<file path="src/rtl/vx_stream_rr_arbiter.sv">
// Round-robin stream arbiter: NUM_REQS valid/ready inputs merged onto one output,
// with an optional one-entry bypass buffer. Define VX_STREAM_ARB_PERF_EN for stall/grant counters.
module vx_stream_rr_arbiter #(
    parameter int NUM_REQS = 4,
    parameter int DATAW    = 1,
    parameter int BUFFERED = 1,
    localparam int SELW    = (NUM_REQS > 1) ? $clog2(NUM_REQS) : 1
) (
    input  logic                      clk,
    input  logic                      reset,
    input  logic [NUM_REQS-1:0]       valid_in,
    input  logic [NUM_REQS*DATAW-1:0] data_in,
    output logic [NUM_REQS-1:0]       ready_in,
    output logic                      valid_out,
    output logic [DATAW-1:0]          data_out,
    output logic [SELW-1:0]           sel_out,
    input  logic                      ready_out
`ifdef VX_STREAM_ARB_PERF_EN
    ,
    output logic [31:0]               perf_stalls,
    output logic [NUM_REQS*32-1:0]    perf_grants
`endif
);

    logic [SELW-1:0] ptr;
    logic [SELW-1:0] rr_idx;
    logic            rr_found;
    logic [SELW-1:0] cand;

    logic [SELW-1:0] grant_idx;
    logic            grant_valid;
    logic            accept;

    // First valid requester at or after ptr, wrapping modulo NUM_REQS.
    always_comb begin
        rr_idx   = ptr;
        rr_found = 1'b0;
        cand     = '0;
        for (int k = 0; k < NUM_REQS; k++) begin
            cand = SELW'((int'(ptr) + k) % NUM_REQS);
            if (!rr_found && valid_in[cand]) begin
                rr_found = 1'b1;
                rr_idx   = cand;
            end
        end
    end

    generate
        if (BUFFERED == 0) begin : g_direct
            logic            lock_valid;
            logic [SELW-1:0] lock_idx;

            // A stalled grant is pinned so the output stays stable until it is taken.
            assign grant_idx   = lock_valid ? lock_idx : rr_idx;
            assign grant_valid = lock_valid ? valid_in[lock_idx] : rr_found;
            assign accept      = grant_valid && ready_out && !reset;

            assign valid_out = grant_valid && !reset;
            assign data_out  = data_in[grant_idx*DATAW +: DATAW];
            assign sel_out   = grant_idx;

            always_ff @(posedge clk) begin
                if (reset) begin
                    lock_valid <= 1'b0;
                end else begin
                    lock_valid <= valid_out && !ready_out;
                end
                lock_idx <= grant_idx;
            end
        end else begin : g_buffered
            logic             buf_valid;
            logic [DATAW-1:0] buf_data;
            logic [SELW-1:0]  buf_sel;
            logic             capture;

            assign grant_idx   = rr_idx;
            assign grant_valid = rr_found;
            assign accept      = grant_valid && (ready_out || !buf_valid) && !reset;

            // A transfer accepted while the buffer drains refills it, so nothing accepted is lost.
            assign capture = accept && (!ready_out || buf_valid);

            assign valid_out = !reset && (buf_valid || grant_valid);
            assign data_out  = buf_valid ? buf_data : data_in[grant_idx*DATAW +: DATAW];
            assign sel_out   = buf_valid ? buf_sel : grant_idx;

            always_ff @(posedge clk) begin
                if (reset) begin
                    buf_valid <= 1'b0;
                end else if (capture) begin
                    buf_valid <= 1'b1;
                end else if (ready_out) begin
                    buf_valid <= 1'b0;
                end
            end

            // Payload storage is deliberately left out of reset; only buf_valid qualifies it.
            always_ff @(posedge clk) begin
                if (capture) begin
                    buf_data <= data_in[grant_idx*DATAW +: DATAW];
                    buf_sel  <= grant_idx;
                end
            end

            always_ff @(posedge clk) begin
                if (!reset) begin
                    no_overwrite: assert (!(capture && buf_valid && !ready_out));
                end
            end
        end
    endgenerate

    always_comb begin
        ready_in = '0;
        if (accept) begin
            ready_in[grant_idx] = 1'b1;
        end
    end

    always_ff @(posedge clk) begin
        if (reset) begin
            ptr <= '0;
        end else if (accept) begin
            ptr <= SELW'((int'(grant_idx) + 1) % NUM_REQS);
        end
    end

`ifdef VX_STREAM_ARB_PERF_EN
    always_ff @(posedge clk) begin
        if (reset) begin
            perf_stalls <= '0;
            perf_grants <= '0;
        end else begin
            if (valid_out && !ready_out) begin
                perf_stalls <= perf_stalls + 32'd1;
            end
            for (int i = 0; i < NUM_REQS; i++) begin
                if (valid_in[i] && ready_in[i]) begin
                    perf_grants[i*32 +: 32] <= perf_grants[i*32 +: 32] + 32'd1;
                end
            end
        end
    end
`endif

endmodule

</file>
<file path="config.mk">
export PLATFORM = sky130hd
export DESIGN_NAME = vx_stream_rr_arbiter
export DESIGN_NICKNAME = d
export VERILOG_FILES = /design/src/rtl/vx_stream_rr_arbiter.sv
export SDC_FILE = /design/constraint.sdc
export NUM_CORES = 1
export LEC_CHECK = 0
export BUFFER_PORTS_ARGS = -buffer_cell sky130_fd_sc_hd__buf_2
export CAP_MARGIN = 10
export CORE_AREA = 2 2 39 41
export DETAILED_ROUTE_END_ITERATION = 10
export DIE_AREA = 0 0 41 43
export PLACE_DENSITY_LB_ADDON = 0.05
export SYNTH_ARGS = -nofsm -noshare
export SYNTH_HDL_FRONTEND = slang
export SYNTH_SLANG_ARGS = --single-unit
</file>
<file path="constraint.sdc">
create_clock -name clk -period 2.4 [get_ports clk]
set_input_delay 0 -clock clk [delete_from_list [all_inputs] [get_ports clk]]
set_output_delay 0 -clock clk [all_outputs]
set_load 0.005 [all_outputs]
</file>
==> impl_metrics.env, run 1 <==
export IMPL_outcome="completed"
export IMPL_vias=465
export IMPL_start_util_pct=35.5
export IMPL_postCtsSetupRepairBufs=0
export IMPL_routed_wl_um=965
export IMPL_wl_met2_um=458
export IMPL_slowest_delay_ps=510
export IMPL_synth_edf_count=3
export IMPL_max_slew_margin_pct=66.9
export IMPL_crit_slowest_cell="or4_4"
export IMPL_die_area_um2=1760
export IMPL_firstDrtPassIters=4
export IMPL_dpl_cell_area_um2=609
export IMPL_fin_area_um2=646
export IMPL_pre_cts_ws_ps=360
export IMPL_first_iter_violations=3
export IMPL_setup_viol=0
export IMPL_powerDensity_nw_per_um2=683
export IMPL_antenna_found_initial=0
export IMPL_drc=0
export IMPL_worst_slack_ps=216
export IMPL_pwr_share_comb_pct=43.6
export IMPL_switching_share_pct=34.1
export IMPL_power_total_mw=0.441
export IMPL_cts_resized=0
export IMPL_cts_buffer_depth=2
export IMPL_cts_buffers=3
export IMPL_met3WireLength_um=45
export IMPL_intPower_mw=0.291
export IMPL_dieHeight_um=43
export IMPL_cp_end_kind="output port"
export IMPL_hpwlAfterDp_um=780
export IMPL_p_switching_mw=0.150
export IMPL_nFillCells=140
export IMPL_syn_area_um2=492
export IMPL_worst_pin_slew_ps=492
export IMPL_worst_endpoint_required_ps=2400
export IMPL_tritoncts="done"
export IMPL_ir_worst_vdd_mv=0.343
export IMPL_synth_flop_cell="edfxtp_1"
export IMPL_final_hold_viol_count=0
export IMPL_nets=95
export IMPL_cp_max_fo=7
export IMPL_clk_latency_ps=240
export IMPL_min_path_type="primary input to flop"
export IMPL_worstSetupStartpoint="ptr[0]"
export IMPL_area_growth_pct=31.3
export IMPL_cts_sinks=6
export IMPL_synth_distinct_cells=30
export IMPL_antennaDiodeCount=0
export IMPL_grt_pass1_vias=366
export IMPL_post_route_period_util_pct=91.0
export IMPL_post_drt_wl_per_cell_um=10.2
export IMPL_synth_cells=55
export IMPL_whs_ps=76.9
export IMPL_slew_violations=0
export IMPL_path_buf_inv=1
export IMPL_wl_met1_um=461
export IMPL_htreeDepth=1
export IMPL_num_rows=14
export IMPL_stdcell_count=95
export IMPL_synth_net_count=70
export IMPL_core_um2=1380
export IMPL_clockPowerShare_pct=22.6
export IMPL_path_cells="and2b_1, or4_4, nand2_2, mux2_4, o311a_1, buf_2"
export IMPL_rsz0062_at_grt="no"
export IMPL_ys_seq_area_share_pct=30.5
export IMPL_io_pins=19
export IMPL_vias_per_cell=4.89
export IMPL_post_place_cells=90
export IMPL_grt_overflow=0
export IMPL_track_usage_pct=12.7
export IMPL_leakage_nw=0.312
export IMPL_period_needed_ps=2180
export IMPL_p_seq_share_pct=33.8
export IMPL_portBuffers=18
export IMPL_fin_tns_setup_ps=0
export IMPL_ys_async_sr_fraction_pct=0
export IMPL_grt_max_degree=10
export IMPL_cp_top_family="simple AND/OR/NAND/NOR gates"
export IMPL_cts_hold_fix_buffers=1
export IMPL_cp_data_arrival_time_ps=2180
export IMPL_clk_pin_slew_ps=50
export IMPL_ys_warn_count=0
export IMPL_grt_pass1_wl_um=1500
export IMPL_die_w_um=41
export IMPL_hp_start="ready_out"
export IMPL_ant_nets=0
export IMPL_drive_gt1_share_pct=38.0
export IMPL_maxCapViolCount=0
export IMPL_fmax_mhz=458
export IMPL_start_kind="flop"
export IMPL_syn_area_per_cell_um2=8.94
export IMPL_clockRootBuffer="clkbuf_4"
export IMPL_gp_congestion=0.720
export IMPL_top_layer_used="met3"
export IMPL_r2r_start="ptr[0]"
export IMPL_path_class="flop to output port"
export IMPL_ys_seq_elements=6
export IMPL_finClkSkew_ps=7.65
export IMPL_postLayoutCoreUtil_pct=46.7
==> sequential cells by signal, summed over array words and instances (netlist names) <==
register,flops
g_buffered.buf_valid,1
ptr,2
g_buffered.buf_sel,2
g_buffered.buf_data,1
==> layer usage <==
metal,vias to the layer above,GRT usage [%]
met5,-,0
met4,0,4.00
met3,0,6.28
met2,10,17.2
met1,209,17.3
li1,246,-
==> power groups by stage <==
| stage | combinational [mW] | sequential [mW] | clock (mW) |
|---|---|---|---|
| after detailed placement | 0.194 | 0.151 | 0 |
| after CTS | 0.196 | 0.149 | 0.103 |
| final | 0.192 | 0.149 | 0.0997 |
| after global placement | 0.195 | 0.150 | 0 |
| after floorplan | 0.132 | 0.146 | 0 |
| after global routing | 0.217 | 0.153 | 0.112 |
==> path summary, 6_finish.rpt <==
kind / end / slack, ps / cells after the start
hold reg to reg: ptr[1] / 570 / 2
hold / removal: g_buffered.buf_valid / 80 / 3
setup / recovery: data_out / 220 / 6
setup reg to reg: g_buffered.buf_data / 350 / 5
==> layout make-up <==
class,count,area (um2),area share [%]
repair buffers,20,108,16.7
multi-input cells,44,323,50.0
flip-flops and latches,6,150,23.3
inverters,5,18.8,2.91
clock buffers,4,26.3,4.07
well taps,16,20.0,3.10
==> tightest hold or removal path: stages <==
cell	delay [ps]
buf_2	100
maj3_1	140
nor2_1	40
==> kinds of logic after synthesis <==
kind of cell / synth area share, %
buffers and inverters: 3.82
AO/OA/AOI/OAI: 21.6
adder cells (fa/ha/maj): 12.2
AND/OR/NAND/NOR: 26.5
multiplexers: 5.34
flip-flops: 30.5
==> synth_stat cells (2+ instances only) <==
master / n / area, um2
edfxtp_1: 3 / 90.1
nand2_1: 4 / 15.0
nor3_1: 2 / 10.0
ha_1: 4 / 50.1
nor2_1: 3 / 11.3
a21oi_1: 3 / 15.0
and2_1: 4 / 25.0
inv_1: 5 / 18.8
dfxtp_1: 3 / 60.1
o21ai_0: 4 / 20.0
==> layout by cell type (no fill, tap or decap), types with 4 or more instances in the layout <==
cell type	synthesis	routed
o21ai_0	4	4
and2_1	4	4
ha_1	4	4
buf_2	0	18
nand2_1	4	4
inv_1	5	5
No activity file was read; power rests on OpenSTA's default activity.
==> run 2: changes to the inputs <==
- clock period: 2.4 -> 2.05 ns (I/O delays scaled with it)
==> run 2 against run 1 <==
  * First-iteration DRC count unchanged
  * Non-clock buffer count increased by 2
  * Die area unchanged
  * Setup slack got worse by 210 ps
  * Clock power increased by 19%
  * Final cell count increased by 2.1%
  * Global-route usage increased by 0.71 points
  * Total power increased by 23%
  * Sequential cell count unchanged
  * Register-to-register slack got worse by 200 ps
  * Clock skew about the same
  * Wire length increased by 4.4%
  * Largest power group unchanged
==> impl_metrics.env, run 2 (same netlist as run 1, synthesis figures left out) <==
export IMPL_cts_sinks=6
export IMPL_layout_common_cells="buf_2 (18), inv_1 (5)"
export IMPL_cp_data_arrival_time_ps=2050
export IMPL_start_util_pct=35.5
export IMPL_start_kind="flop"
export IMPL_finClkSkew_ps=7.51
export IMPL_worst_slack_ps=1.55
export IMPL_path_cells="and2b_1, or4_4, nand2_4, mux2_4, o311a_1, buf_2"
export IMPL_grt_overflow=0
export IMPL_vias=473
export IMPL_drive_gt1_share_pct=42.0
export IMPL_outcome="completed"
export IMPL_max_slew_margin_pct=64.3
export IMPL_antennaDiodeCount=0
export IMPL_die_w_um=41
export IMPL_hpwlAfterDp_um=798
export IMPL_track_usage_pct=13.4
export IMPL_routed_wl_um=1010
export IMPL_multi_input_comb_area_um2=328
export IMPL_setup_viol=0
export IMPL_vias_per_cell=4.88
export IMPL_htreeDepth=1
export IMPL_nFillCells=148
export IMPL_seq_area_um2=153
export IMPL_dieHeight_um=43
export IMPL_gp_congestion=0.703
export IMPL_cp_max_fo=2
export IMPL_rsz0062_at_grt="yes"
export IMPL_clk_latency_ps=250
export IMPL_firstDrtPassIters=4
export IMPL_slowest_delay_ps=530
export IMPL_pre_cts_ws_ps=91.0
export IMPL_clockRootBuffer="clkbuf_4"
export IMPL_num_rows=14
export IMPL_min_path_type="primary input to flop"
export IMPL_drc=0
export IMPL_fmax_mhz=488
export IMPL_regToRegSetupSlack_ps=150
export IMPL_die_area_um2=1760
export IMPL_final_hold_viol_count=0
export IMPL_largestRegisters="g_buffered.buf_sel x2, ptr x2"
export IMPL_grt_pass1_vias=382
export IMPL_whs_ps=83.5
export IMPL_first_iter_violations=3
export IMPL_worst_pin_slew_ps=531
export IMPL_path_class="flop to output port"
export IMPL_crit_slowest_cell="or4_4"
export IMPL_clk_pin_slew_ps=40
export IMPL_portBuffers=18
export IMPL_fin_tns_setup_ps=0
export IMPL_core_um2=1380
export IMPL_maxCapViolCount=0
export IMPL_ant_nets=0
export IMPL_cp_top_family="simple AND/OR/NAND/NOR gates"
export IMPL_post_route_period_util_pct=99.9
export IMPL_nets=97
export IMPL_tritoncts="done"
export IMPL_ir_worst_vdd_mv=0.580
export IMPL_cts_buffer_depth=2
export IMPL_area_growth_pct=35.9
export IMPL_layout_commonest_cell="buf_2"
export IMPL_grt_pass1_wl_um=1590
export IMPL_period_needed_ps=2050
export IMPL_slew_violations=0
export IMPL_post_drt_wl_per_cell_um=10.4
export IMPL_powerDensity_nw_per_um2=812
export IMPL_cts_buffers=3
export IMPL_cp_end_kind="output port"
export IMPL_io_pins=19
export IMPL_worst_endpoint_required_ps=2050
export IMPL_leakage_nw=0.324
export IMPL_antenna_found_initial=0
export IMPL_path_buf_inv=1
export IMPL_grt_max_degree=9
==> run 2: cell types whose count changed in the layout (fill, tap and decap cells not counted), sizes merged <==
cell,delta
buf,+2
==> run 2: per-layer routing <==
metal | global-route usage (%) | vias to the layer above | wire [um]
met5 | 0 | - | 0
met4 | 0 | 0 | 0
met3 | 7.85 | 0 | 54
met2 | 20.0 | 12 | 455
met1 | 17.6 | 206 | 497
li1 | - | 255 | -
==> run 2: final timing paths <==
check        startpoint  depth (start not counted)                   end
max              ptr[0]                          6              data_out
max reg2reg      ptr[0]                          5   g_buffered.buf_data
min           ready_out                          3  g_buffered.buf_valid
min reg2reg      ptr[1]                          2                ptr[1]
==> run 2: power by group <==
group	switching, mW	total, mW	internal [mW]
registers	0.0177	0.175	0.157
logic	0.122	0.248	0.127
clock network	0.0452	0.119	0.0739
==> run 2: tightest hold or removal path: stages <==
cell and delay [ps]:
buf_2 100, maj3_1 140, nor2_1 40
==> run 2: per-stage QoR <==
stage               cells  utilization (%)  area (um2)  power [mW]
floorplan              55                -         492       0.326
global placement       91             44.6         617       0.410
detailed placement     91             44.6         617       0.411
CTS                    97             48.2         667       0.547
global route           97             48.3         668       0.599
finish                 97             48.3         668       0.542
==> run 2: area by class of cell <==
cell class	instances	area share, %
multi-input cells	44	49.1
flip-flops and latches	6	22.8
repair buffers	22	18.4
clock buffers	4	3.93
well taps	16	3.00
inverters	5	2.81
==> run 2: timing repair <==
item	4_1_cts	5_1_grt
endpoints found under the hold margin	1	0
buffers inserted	1	0
cloned	0	0
resized for setup	2	1
setup endpoints to repair	1	3
pin swaps	0	0
hold buffers	1	0
